--- src/rtl/univ_shift_engine.sv ---
// univ_shift_engine
//   Handshaked universal shift register engine. One start launches one framed
//   transfer of NB = DW/SW beats in the latched mode:
//     0 PIPO, 1 PISO MSB-first, 2 PISO LSB-first,
//     3 SIPO shift-left, 4 SIPO shift-right, 5 rotate-left; 6/7 are illegal.
//   Sequence is IDLE -> RUN -> DONE -> IDLE (mode 0 skips RUN). Every state
//   change is qualified by enb, so enb=0 freezes the whole engine.
//
// Ports
//   clk, rst          rising-edge clock, asynchronous active-low reset
//   enb               global enable; 0 holds every register
//   start, mode       frame request and mode, sampled only in IDLE
//   par_in            parallel load word, sampled at start
//   ser_in/_vld       serial input beat and its qualifier (SIPO modes)
//   par_out           parallel result, updated only at frame end
//   ser_out/_vld      serial output beat and its qualifier (PISO/rotate)
//   busy, done, err   frame in progress / frame-end pulse / illegal-mode pulse
//   beat_cnt          beats still to move in the current frame
module univ_shift_engine #(
    parameter  int DW = 8,
    parameter  int SW = 1,
    localparam int NB = DW / SW,
    localparam int CW = $clog2(NB + 1)
) (
    input  logic          clk,
    input  logic          rst,
    input  logic          enb,
    input  logic          start,
    input  logic [2:0]    mode,
    input  logic [DW-1:0] par_in,
    input  logic [SW-1:0] ser_in,
    input  logic          ser_in_vld,
    output logic [DW-1:0] par_out,
    output logic [SW-1:0] ser_out,
    output logic          ser_out_vld,
    output logic          busy,
    output logic          done,
    output logic          err,
    output logic [CW-1:0] beat_cnt
);

    typedef enum logic [1:0] {
        S_IDLE,
        S_RUN,
        S_DONE
    } state_e;

    typedef enum logic [2:0] {
        M_PIPO     = 3'd0,
        M_PISO_MSB = 3'd1,
        M_PISO_LSB = 3'd2,
        M_SIPO_L   = 3'd3,
        M_SIPO_R   = 3'd4,
        M_ROT_L    = 3'd5
    } mode_e;

    state_e        state_q,       state_d;
    mode_e         mode_q,        mode_d;
    logic [DW-1:0] shift_q,       shift_d;
    logic [DW-1:0] par_out_q,     par_out_d;
    logic [SW-1:0] ser_out_q,     ser_out_d;
    logic          ser_out_vld_q, ser_out_vld_d;
    logic          err_q,         err_d;
    logic [CW-1:0] beat_cnt_q,    beat_cnt_d;

    logic mode_legal;
    logic piso_mode;
    logic sipo_mode;
    logic beat_take;

    assign mode_legal = (mode <= 3'd5);
    assign piso_mode  = (mode_q == M_PISO_MSB) || (mode_q == M_PISO_LSB) ||
                        (mode_q == M_ROT_L);
    assign sipo_mode  = (mode_q == M_SIPO_L) || (mode_q == M_SIPO_R);
    // Output-side modes move a beat every enabled RUN cycle; input-side modes
    // wait for the link to present one.
    assign beat_take  = piso_mode || (sipo_mode && ser_in_vld);

    always_comb begin
        // NOTE: every signal gets its hold value first, so no path through the
        // case statements leaves one unassigned and no latch is inferred.
        state_d       = state_q;
        mode_d        = mode_q;
        shift_d       = shift_q;
        par_out_d     = par_out_q;
        ser_out_d     = ser_out_q;
        ser_out_vld_d = ser_out_vld_q;
        err_d         = err_q;
        beat_cnt_d    = beat_cnt_q;

        if (enb) begin
            err_d = 1'b0;
            case (state_q)
                S_IDLE: begin
                    if (start) begin
                        if (mode_legal) begin
                            mode_d     = mode_e'(mode);
                            beat_cnt_d = CW'(NB);
                            // Mode 0 keeps par_in in the shift register so
                            // DONE can publish it without a separate latch.
                            if ((mode == M_SIPO_L) || (mode == M_SIPO_R)) begin
                                shift_d = '0;
                            end else begin
                                shift_d = par_in;
                            end
                            state_d = (mode == M_PIPO) ? S_DONE : S_RUN;
                        end else begin
                            err_d = 1'b1;
                        end
                    end
                end

                S_RUN: begin
                    if (beat_take) begin
                        case (mode_q)
                            M_PISO_MSB: begin
                                ser_out_d = shift_q[DW-1 -: SW];
                                shift_d   = {shift_q[DW-SW-1:0], {SW{1'b0}}};
                            end
                            M_PISO_LSB: begin
                                ser_out_d = shift_q[SW-1:0];
                                shift_d   = {{SW{1'b0}}, shift_q[DW-1:SW]};
                            end
                            M_ROT_L: begin
                                ser_out_d = shift_q[DW-1 -: SW];
                                shift_d   = {shift_q[DW-SW-1:0], shift_q[DW-1 -: SW]};
                            end
                            M_SIPO_L: shift_d = {shift_q[DW-SW-1:0], ser_in};
                            M_SIPO_R: shift_d = {ser_in, shift_q[DW-1:SW]};
                            default:  shift_d = shift_q;
                        endcase
                        if (piso_mode) begin
                            ser_out_vld_d = 1'b1;
                        end
                        beat_cnt_d = beat_cnt_q - CW'(1);
                        if (beat_cnt_q == CW'(1)) begin
                            state_d = S_DONE;
                        end
                    end
                end

                S_DONE: begin
                    // PISO frames leave the previous parallel result intact.
                    if ((mode_q != M_PISO_MSB) && (mode_q != M_PISO_LSB)) begin
                        par_out_d = shift_q;
                    end
                    ser_out_vld_d = 1'b0;
                    beat_cnt_d    = '0;
                    state_d       = S_IDLE;
                end

                default: state_d = S_IDLE;
            endcase
        end
    end

    // NOTE: state registers use non-blocking assignments so every flop samples
    // the pre-edge values computed above, independent of process ordering.
    // NOTE: the shift register is a small datapath register, not a memory, so
    // it is reset along with the control state to give a known post-reset word.
    always_ff @(posedge clk or negedge rst) begin
        if (!rst) begin
            state_q       <= S_IDLE;
            mode_q        <= M_PIPO;
            shift_q       <= '0;
            par_out_q     <= '0;
            ser_out_q     <= '0;
            ser_out_vld_q <= 1'b0;
            err_q         <= 1'b0;
            beat_cnt_q    <= '0;
        end else begin
            state_q       <= state_d;
            mode_q        <= mode_d;
            shift_q       <= shift_d;
            par_out_q     <= par_out_d;
            ser_out_q     <= ser_out_d;
            ser_out_vld_q <= ser_out_vld_d;
            err_q         <= err_d;
            beat_cnt_q    <= beat_cnt_d;
        end
    end

    assign par_out     = par_out_q;
    assign ser_out     = ser_out_q;
    assign ser_out_vld = ser_out_vld_q;
    assign err         = err_q;
    assign beat_cnt    = beat_cnt_q;
    assign busy        = (state_q != S_IDLE);
    assign done        = (state_q == S_DONE);

endmodule
--- config.mk ---
export PLATFORM = sky130hd
export DESIGN_NAME = univ_shift_engine
export DESIGN_NICKNAME = d
export VERILOG_FILES = /design/src/rtl/univ_shift_engine.sv
export SDC_FILE = /design/constraint.sdc
export NUM_CORES = 1
export LEC_CHECK = 0
export BUFFER_PORTS_ARGS = -buffer_cell sky130_fd_sc_hd__buf_2
export CAP_MARGIN = 20
export CELL_PAD_IN_SITES_DETAIL_PLACEMENT = 2
export CELL_PAD_IN_SITES_GLOBAL_PLACEMENT = 2
export CORE_UTILIZATION = 34
export DETAILED_ROUTE_END_ITERATION = 10
export PLACE_DENSITY_LB_ADDON = 0.1
export SETUP_SLACK_MARGIN = 0.1
export SYNTH_ARGS = -nofsm -noshare
export SYNTH_HDL_FRONTEND = slang
export SYNTH_SLANG_ARGS = --single-unit
--- constraint.sdc ---
create_clock -name clk -period 2.7 [get_ports clk]
set_clock_uncertainty 0.1 [all_clocks]
set_input_delay 0.135 -clock clk [delete_from_list [all_inputs] [get_ports clk]]
set_output_delay 0.135 -clock clk [all_outputs]
set_load 0.05 [all_outputs]
==> run metrics, run 1 <==
via count 1320; Place WS 0.389 ns; Seq pwr share 31.8%; XOR/XNOR share of the synthesized area 0%; die height 71.6 um; global placer's final weighted congestion 0.723; Worst-Margin Slew 0.655 ns; cell row count 24; post-CTS setup buffers 0; number of diodes 0; Net Count, Synth 180; # IOs 34; sw frac 48.9%; largest net degree at the start of global routing 29; Yosys cell types 40; power density cells 1340 mW/mm^2; most used flip-flop cell after synthesis dfrtp_1; Vias/cell 5.48; grt ovf 0; drt drc 0; Synth area leaders dfrtp_1 (42%), mux2_2 (12%), mux2i_1 (7.9%); crit-path max FO 12; Hold Crit Class in2reg; critical path's slowest cell dfrtp_1; register area share after synthesis 42.5%; post-layout min period 2.32 ns; Mapped Area 0.00165 sq mm; hold path start mode[0]; Post-CTS Resized 0; Total Routing Usage GR 18.7%; simple-gate area share of the yosys netlist 13.0%; Critical Path, Cell by Cell o21bai_1 > a221oi_2 > o21ai_2 > nor3_4 > mux2_2; total CTS buffers 3; Critical Path End Type flip-flop; global-route wire length before repair 7500 um; Data required, critical path 2.78 ns; main combinational cell family by area after synthesis multiplexers; RSZ-0062 raised after global routing false; clock transition at the registers of the reported paths 0.10 ns; proportion of synthesized area in mux cells 19.5%; Seq cells post-synth 28; share of layout cells above drive strength 1 32.3%; Iteration-0 DRC Markers 37; Power Total 0.00258 W; status finished, final reports clean; post-synthesis adder-cell area fraction 4.55%; Mapped Avg Cell Area 10.5 sq um; Port Buffers 33; Peak VDD IR 428 uV; clock sink count 28; net switching power 0.00126 W; Synth Instances 157; fin area 0.00193 sq mm; Final setup viols 0; Worst R2R Start mode_q[1]; Comb power frac 54.8%; initial core utilization 36.6%; Max stage delay on crit path 0.52 ns; Die X 71.6 um; Synth Area in Compound Gates 15.9%; layout overhead on the synthesized area 17.1%; initial antenna violation count 0; vias in the first global route 1492; DP Area 0.00185 sq mm; Crit Path Class reg2reg; die area 0.00513 sq mm; CTS Root Cell clkbuf_8; Slew headroom 56.3%; Clock power frac 13.4%; Leak 0.904 nW; Final Hold Fails 0; core area 0.00450 sq mm; Final period util 86.0%; Post-synth ARST share 100%; top cell type's share of synthesized area 42.5%; clk_lat worst skew 0.28 ns; CP startpoint mode_q[1]; Synth warnings 0; DP HPWL 3230 um; DRT Pass-1 Iters 3; H-tree depth 1; wire per inst 17.8 um; clk buf depth 2; Critical Path AT 2.40 ns; Synth area leader dfrtp_1; antenna viol nets, final 0; WL final 4290 um; maxcap violations 0; Fill cells 489; setup tns final 0 ns; Post-synth EDFFs 0; fin. max-slew vios 0; crit path launch type flip-flop; TritonCTS clock tree done; worst setup margin 0.377 ns; Peak Freq 431 MHz; Total Nets Final 213; Int Pwr 0.00132 W
## power groups by stage
| stage | combinational (W) | sequential, W | clock, W |
|---|---|---|---|
| floorplan | 0.000888 | 0.00103 | 0 |
| global placement | 0.00138 | 0.000810 | 0 |
| detailed placement | 0.00142 | 0.000836 | 0 |
| CTS | 0.00143 | 0.000828 | 0.000355 |
| global route | 0.00154 | 0.000862 | 0.000368 |
| finish | 0.00141 | 0.000820 | 0.000345 |
## layout by cell type, fill, tap and decap left out, types with 4 or more instances in the layout
cell	n
mux2_2	17
ha_1	6
nand2b_1	4
inv_1	10
buf_2	33
dfrtp_1	28
nand2_1	10
o2bb2ai_1	6
a21oi_1	6
mux2i_1	13
o21ai_0	7
nor2_1	11
## cell families (layout without fill, tap and decap cells)
| logic type | count (synthesis) | after routing |
|---|---|---|
| AND/OR/NAND/NOR | 41 | 41 |
| AO/OA/AOI/OAI | 35 | 35 |
| flip-flops | 28 | 28 |
| multiplexers | 30 | 30 |
| buffers and inverters | 17 | 49 |
| adder cells (fa/ha/maj) | 6 | 6 |
## sequential cells by signal, summed over array words and instances, names as in the netlist
| signal | flops |
|---|---|
| beat_cnt | 4 |
| err | 1 |
| mode_q | 3 |
| par_out | 8 |
| ser_out | 1 |
| ser_out_vld | 1 |
| shift_q | 8 |
| state_q | 2 |
## layout make-up
cell class / instances / area, sq um / share of cell area, %
repair buffers: 35 / 183 / 9.46
clock inverters: 1 / 30.0 / 1.56
flip-flops and latches: 28 / 701 / 36.3
well taps: 52 / 65.1 / 3.37
inverters: 10 / 37.5 / 1.94
multi-input cells: 112 / 873 / 45.2
clock buffers: 3 / 41.3 / 2.14
## routing by layer
metal	vias to the layer above	track usage, %	part of all wire, %
met5	-	0	0
met1	668	23.2	47
met3	4	2.67	2.5
li1	626	-	-
met2	22	34.2	50
met4	0	4.58	0.98
## what timing repair did
action	CTS	global route
hold buffers	1	0
hold endpoints to repair	28	0
setup endpoints to repair	0	0
## path summary, 6_finish.rpt
check	to	slack [ns]	cells past startpoint
worst max-delay path	shift_q[2]	0.38	5
worst min-delay path	mode_q[0]	0.03	2
worst max register to register	shift_q[2]	0.38	5
worst min register to register	ser_out	0.40	2
max in group asynchronous	beat_cnt[0]	1.77	2
min in group asynchronous	mode_q[2]	0.30	2
## synthesized netlist by cell type (2+ instances only)
master	instances
dfrtp_1	28
mux2_2	17
mux2i_1	13
nor2_1	11
inv_1	10
nand2_1	10
o21ai_0	7
a21oi_1	6
ha_1	6
o2bb2ai_1	6
nand2b_1	4
buf_2	3
clkbuf_1	3
nand3_1	3
nor3_1	3
a211o_1	2
a31oi_1	2
## worst max-delay path: cells and delay by family (launching register included)
kind            cells  cell delay, ns
simple gates        1            0.45
compound gates      3            0.76
flops               1            0.52
mux                 1            0.39
## through the flow
step	utilization (%)	hold slack, ns	std cells
6_report	42.9	0.0278	241
5_1_grt	42.9	0.0413	241
4_1_cts	42.9	0.0253	241
3_5_place_dp	41.1	0.121	236
3_3_place_gp	41.1	0.113	236
2_1_floorplan	-	-0.261	157
No activity file was read; power rests on OpenSTA's default activity.
==> run 2, diff against run 1 <==
CORE_ASPECT_RATIO = 0.5   (was unset)
SETUP_SLACK_MARGIN = 0.5   (was 0.1)
==> run 2 against run 1 <==
Register-to-register slack better by 0.23 ns; largest cell class unchanged; sequential power barely moved; critical path depth rose by 1; flip-flop and latch count stayed put.
==> run metrics, run 2 (synthesis gave the netlist of run 1 again) <==
fin. max-slew vios 0; number of diodes 0; Critical Path, Cell by Cell o21bai_1 > a221oi_2 > o21ai_2 > nor3_4 > buf_12 > mux2_2; power density cells 1320 mW/mm^2; status finished, final reports clean; Data required, critical path 2.77 ns; grt ovf 0; via count 1311; clock sink count 28; Critical Path End Type flip-flop; clk buf depth 2; Total Routing Usage GR 18.4%; cell row count 17; Final period util 77.4%; core area 0.00453 sq mm; H-tree depth 1; Place WS 0.260 ns; die height 51.2 um; commonest non-fill, non-tap cell in the layout buf_2; Hold Crit Class in2reg; Max stage delay on crit path 0.50 ns; # IOs 34; global placer's final weighted congestion 0.734; vias in the first global route 1419; RSZ-0062 raised after global routing false; clk_lat worst skew 0.28 ns; post-layout min period 2.09 ns; Port Buffers 33; wire per inst 16.5 um; Peak Freq 479 MHz; Iteration-0 DRC Markers 22; maxcap violations 0; die area 0.00515 sq mm; Slew headroom 54.7%; DRT Pass-1 Iters 4; Critical Path AT 2.16 ns; Crit Path Class reg2reg; setup tns final 0 ns; worst setup margin 0.611 ns; initial antenna violation count 0; Leak 0.917 nW; drt drc 0; clock transition at the registers of the reported paths 0.10 ns; Final setup viols 0; largest net degree at the start of global routing 29; crit-path max FO 12; global-route wire length before repair 7220 um; Worst-Margin Slew 0.679 ns; WL final 4250 um; critical path's slowest cell dfrtp_2; TritonCTS clock tree done; DP HPWL 3130 um; Die X 100 um; leading cell types in the layout, fill and taps excluded buf_2 (33), dfrtp_1 (26), mux2_2 (17), mux2i_1 (13), nor2_1 (11); Total Nets Final 216; share of layout cells above drive strength 1 35.4%; Final Hold Fails 0; CTS Root Cell clkbuf_8; layout overhead on the synthesized area 21.4%; crit path launch type flip-flop; Vias/cell 5.08; Peak VDD IR 452 uV; Buf/Inv on CP 1; antenna viol nets, final 0; total CTS buffers 3; initial core utilization 36.4%; crit-path leading delay family compound AO/OA/AOI/OAI gates
[run 2: cell types whose count changed in the layout (fill, tap and decap cells not counted)]
cell and delta:
buf_12 +1, buf_4 +2, clkinvlp_4 +1, dfrtp_1 -2
dfrtp_2 +2, ha_1 -1, ha_4 +1, inv_1 -1
[run 2: what timing repair did]
| item | CTS | global route |
|---|---|---|
| resized for setup | 2 | 3 |
| pin swaps | 1 | 0 |
| endpoints found under the hold margin | 28 | 0 |
| gates cloned | 0 | 0 |
| hold buffers | 1 | 0 |
| setup buffers | 3 | 0 |
| setup endpoints to repair | 11 | 18 |
[run 2: layer usage]
metal	global-route usage, %	part of all wire [%]
met4	1.45	0.19
met2	32.5	47
met5	0	0
met3	4.24	2.8
met1	24.2	50
[run 2: final cells by class]
class | instances | area, sq um
fill | 499 | 2530
multi-input combinational | 112 | 886
sequential | 28 | 703
timing repair buffer | 38 | 218
tap | 66 | 82.6
clock buffer | 3 | 41.3
inverter | 10 | 41.3
clock inverter | 1 | 30.0
[run 2: where the power goes]
group          total [W]  switching, W  internal [W]  leakage (nW)
Combinational    0.00148      0.000909      0.000574         0.530
Clock           0.000340      0.000142      0.000199        0.0357
Sequential      0.000823      0.000217      0.000605         0.351
[run 2: worst paths after layout]
| kind | end | cells past startpoint | startpoint | slack (ns) |
|---|---|---|---|---|
| worst max-delay path | shift_q[1] | 6 | mode_q[1] | 0.61 |
| worst min-delay path | mode_q[0] | 2 | mode[0] | 0.04 |
| worst max register to register | shift_q[1] | 6 | mode_q[1] | 0.61 |
| worst min register to register | ser_out | 2 | ser_out | 0.39 |
| max in group asynchronous | mode_q[0] | 2 | rst | 1.70 |
| min in group asynchronous | par_out[6] | 2 | rst | 0.33 |
[run 2: through the flow]
stage,power (W),std cells,util (%),instance area [sq um],hold slack [ns]
floorplan,0.00192,157,-,1650,-0.261
global placement,0.00219,250,41.2,1870,0.109
detailed placement,0.00225,250,41.2,1870,0.112
CTS,0.00265,258,43.9,1990,0.0385
global route,0.00284,258,44.2,2000,0.0404
finish,0.00265,258,44.2,2000,0.0421
==> run 3, diff against run 2 <==
CORE_UTILIZATION = 31   (was 34)
clock period = 1.9 ns   (was 2.7 ns; I/O delays follow)
==> run 3 against run 2 <==
Cell count rose by 13%; combinational power grew 120%; power grew 87%; the run now ends with setup timing left; highest routed layer unchanged; critical path depth did not move.
==> run metrics, run 3 (synthesis gave the netlist of run 1 again) <==
worst setup margin -0.0588 ns; clock transition at the registers of the reported paths 0.11 ns; wire per inst 18.9 um; grt ovf 0; TritonCTS clock tree done; cell row count 18; Peak Freq 511 MHz; Critical Path AT 2.04 ns; DP Area 0.00214 sq mm; area of the multi-input gates 0.00114 sq mm; Crit Path Class reg2reg; power density cells 1940 mW/mm^2; Max stage delay on crit path 0.50 ns; largest net degree at the start of global routing 29; total CTS buffers 3; Iteration-0 DRC Markers 13; Slew headroom 54.0%; Final setup viols 9; Final period util 103%; post-layout util 50.9%; register area 703 sq um; fin area 0.00256 sq mm; DR top layer met4; fin. max-slew vios 0; Worst-Margin Slew 0.690 ns; critical path's slowest cell dfrtp_2; Place WS 0.00106 ns; RSZ-0062 raised after global routing true; length of routed met3 wiring 146 um; layout overhead on the synthesized area 55.2%; metal2 WL 2900 um; crit-path max FO 8; clk_lat worst skew 0.29 ns; number of diodes 0; core area 0.00502 sq mm; Vias/cell 5.06; CTS Root Cell clkbuf_8; clock sink count 28; global-route wire length before repair 8360 um; Die X 105 um; crit path launch type flip-flop; Data required, critical path 1.98 ns; drt drc 0; Total Routing Usage GR 20.1%; initial antenna violation count 0; share of layout cells above drive strength 1 53.8%; vias in the first global route 1621; Total Nets Final 245; global placer's final weighted congestion 0.742; Peak VDD IR 775 uV; die height 53.6 um; leading cell types in the layout, fill and taps excluded buf_2 (31), dfrtp_1 (26), buf_4 (19), mux2_4 (17); failing checks setup timing; WL final 5490 um; post-layout min period 1.96 ns; Fill cells 503; Hold Crit Class in2reg; maxcap violations 0; Port Buffers 33; H-tree depth 1; commonest non-fill, non-tap cell in the layout buf_2; initial core utilization 32.8%; # IOs 34; antenna viol nets, final 0; DP HPWL 3550 um; Critical Path End Type flip-flop; die area 0.00563 sq mm; setup tns final -0.417 ns; DRT Pass-1 Iters 4; clk buf depth 2; M1 WL 2410 um; Critical Path, Cell by Cell buf_4 > a21oi_1 > mux2i_1 > nor3_4 > buf_12 > mux2_4; status complete, but fails checks; Leak 1.17 nW; via count 1473; Final Hold Fails 0
run 3: changes by cell type in the layout (fill, tap and decap cells not counted), moves of 3 or more:
cell     previous run  this run
nor2_1             11         8
buf_6               0        12
o21ai_0             7         3
buf_4               3        19
inv_1               9         6
mux2_2             17         0
mux2_4              0        17
run 3: layer usage:
metal  track usage, %  vias to the layer above
met2             39.1                       21
met1             23.5                      755
met5                0                        -
met4             4.93                        0
li1                 -                      691
met3             4.36                        6
run 3: final cells by class:
type                       instances  area share (%)
clock buffer                       3            1.61
clock inverter                     1            1.17
inverter                          10            1.81
multi-input combinational        112            44.6
sequential                        28            27.5
tap                               70            3.42
timing repair buffer              67            19.9
run 3: worst paths after layout:
path,startpoint,end,slack (ns),cells past startpoint
max reg2reg,mode_q[2],shift_q[3],-0.06,6
max in group asynchronous,rst,mode_q[2],0.95,2
max,mode_q[2],shift_q[3],-0.06,6
min reg2reg,ser_out,ser_out,0.39,2
min in group asynchronous,rst,par_out[7],0.27,2
min,start,err,0.04,3
run 3: power by group:
group / switching, W / internal, W / total (W)
Combinational: 0.00175 / 0.00156 / 0.00331
Sequential: 0.000296 / 0.000860 / 0.00116
Clock: 0.000212 / 0.000283 / 0.000495
run 3: critical path: cells and delay by family (launching register included):
| kind | cells | cell delay (ns) |
|---|---|---|
| AOI/OAI and AO/OA | 1 | 0.17 |
| DFF | 1 | 0.50 |
| buffers and inverters | 2 | 0.36 |
| and+or+nand+nor | 1 | 0.26 |
| muxes | 2 | 0.45 |
run 3: metrics by stage:
step / hold WS (ns) / total power, W / std cells
after floorplan: -0.301 / 0.00296 / 157
after global placement: 0.0801 / 0.00366 / 273
after detailed placement: 0.0762 / 0.00376 / 273
after CTS: 0.0265 / 0.00475 / 287
after global routing: 0.0385 / 0.00524 / 291
final: 0.0411 / 0.00496 / 291
run 3: what timing repair did:
action / 4_1_cts / 5_1_grt
pin swaps: 9 / 5
hold buffers: 2 / 0
gates resized for setup: 44 / 14
endpoints found under the hold margin: 29 / 0
setup endpoints to repair: 29 / 30
setup buffers: 8 / 4
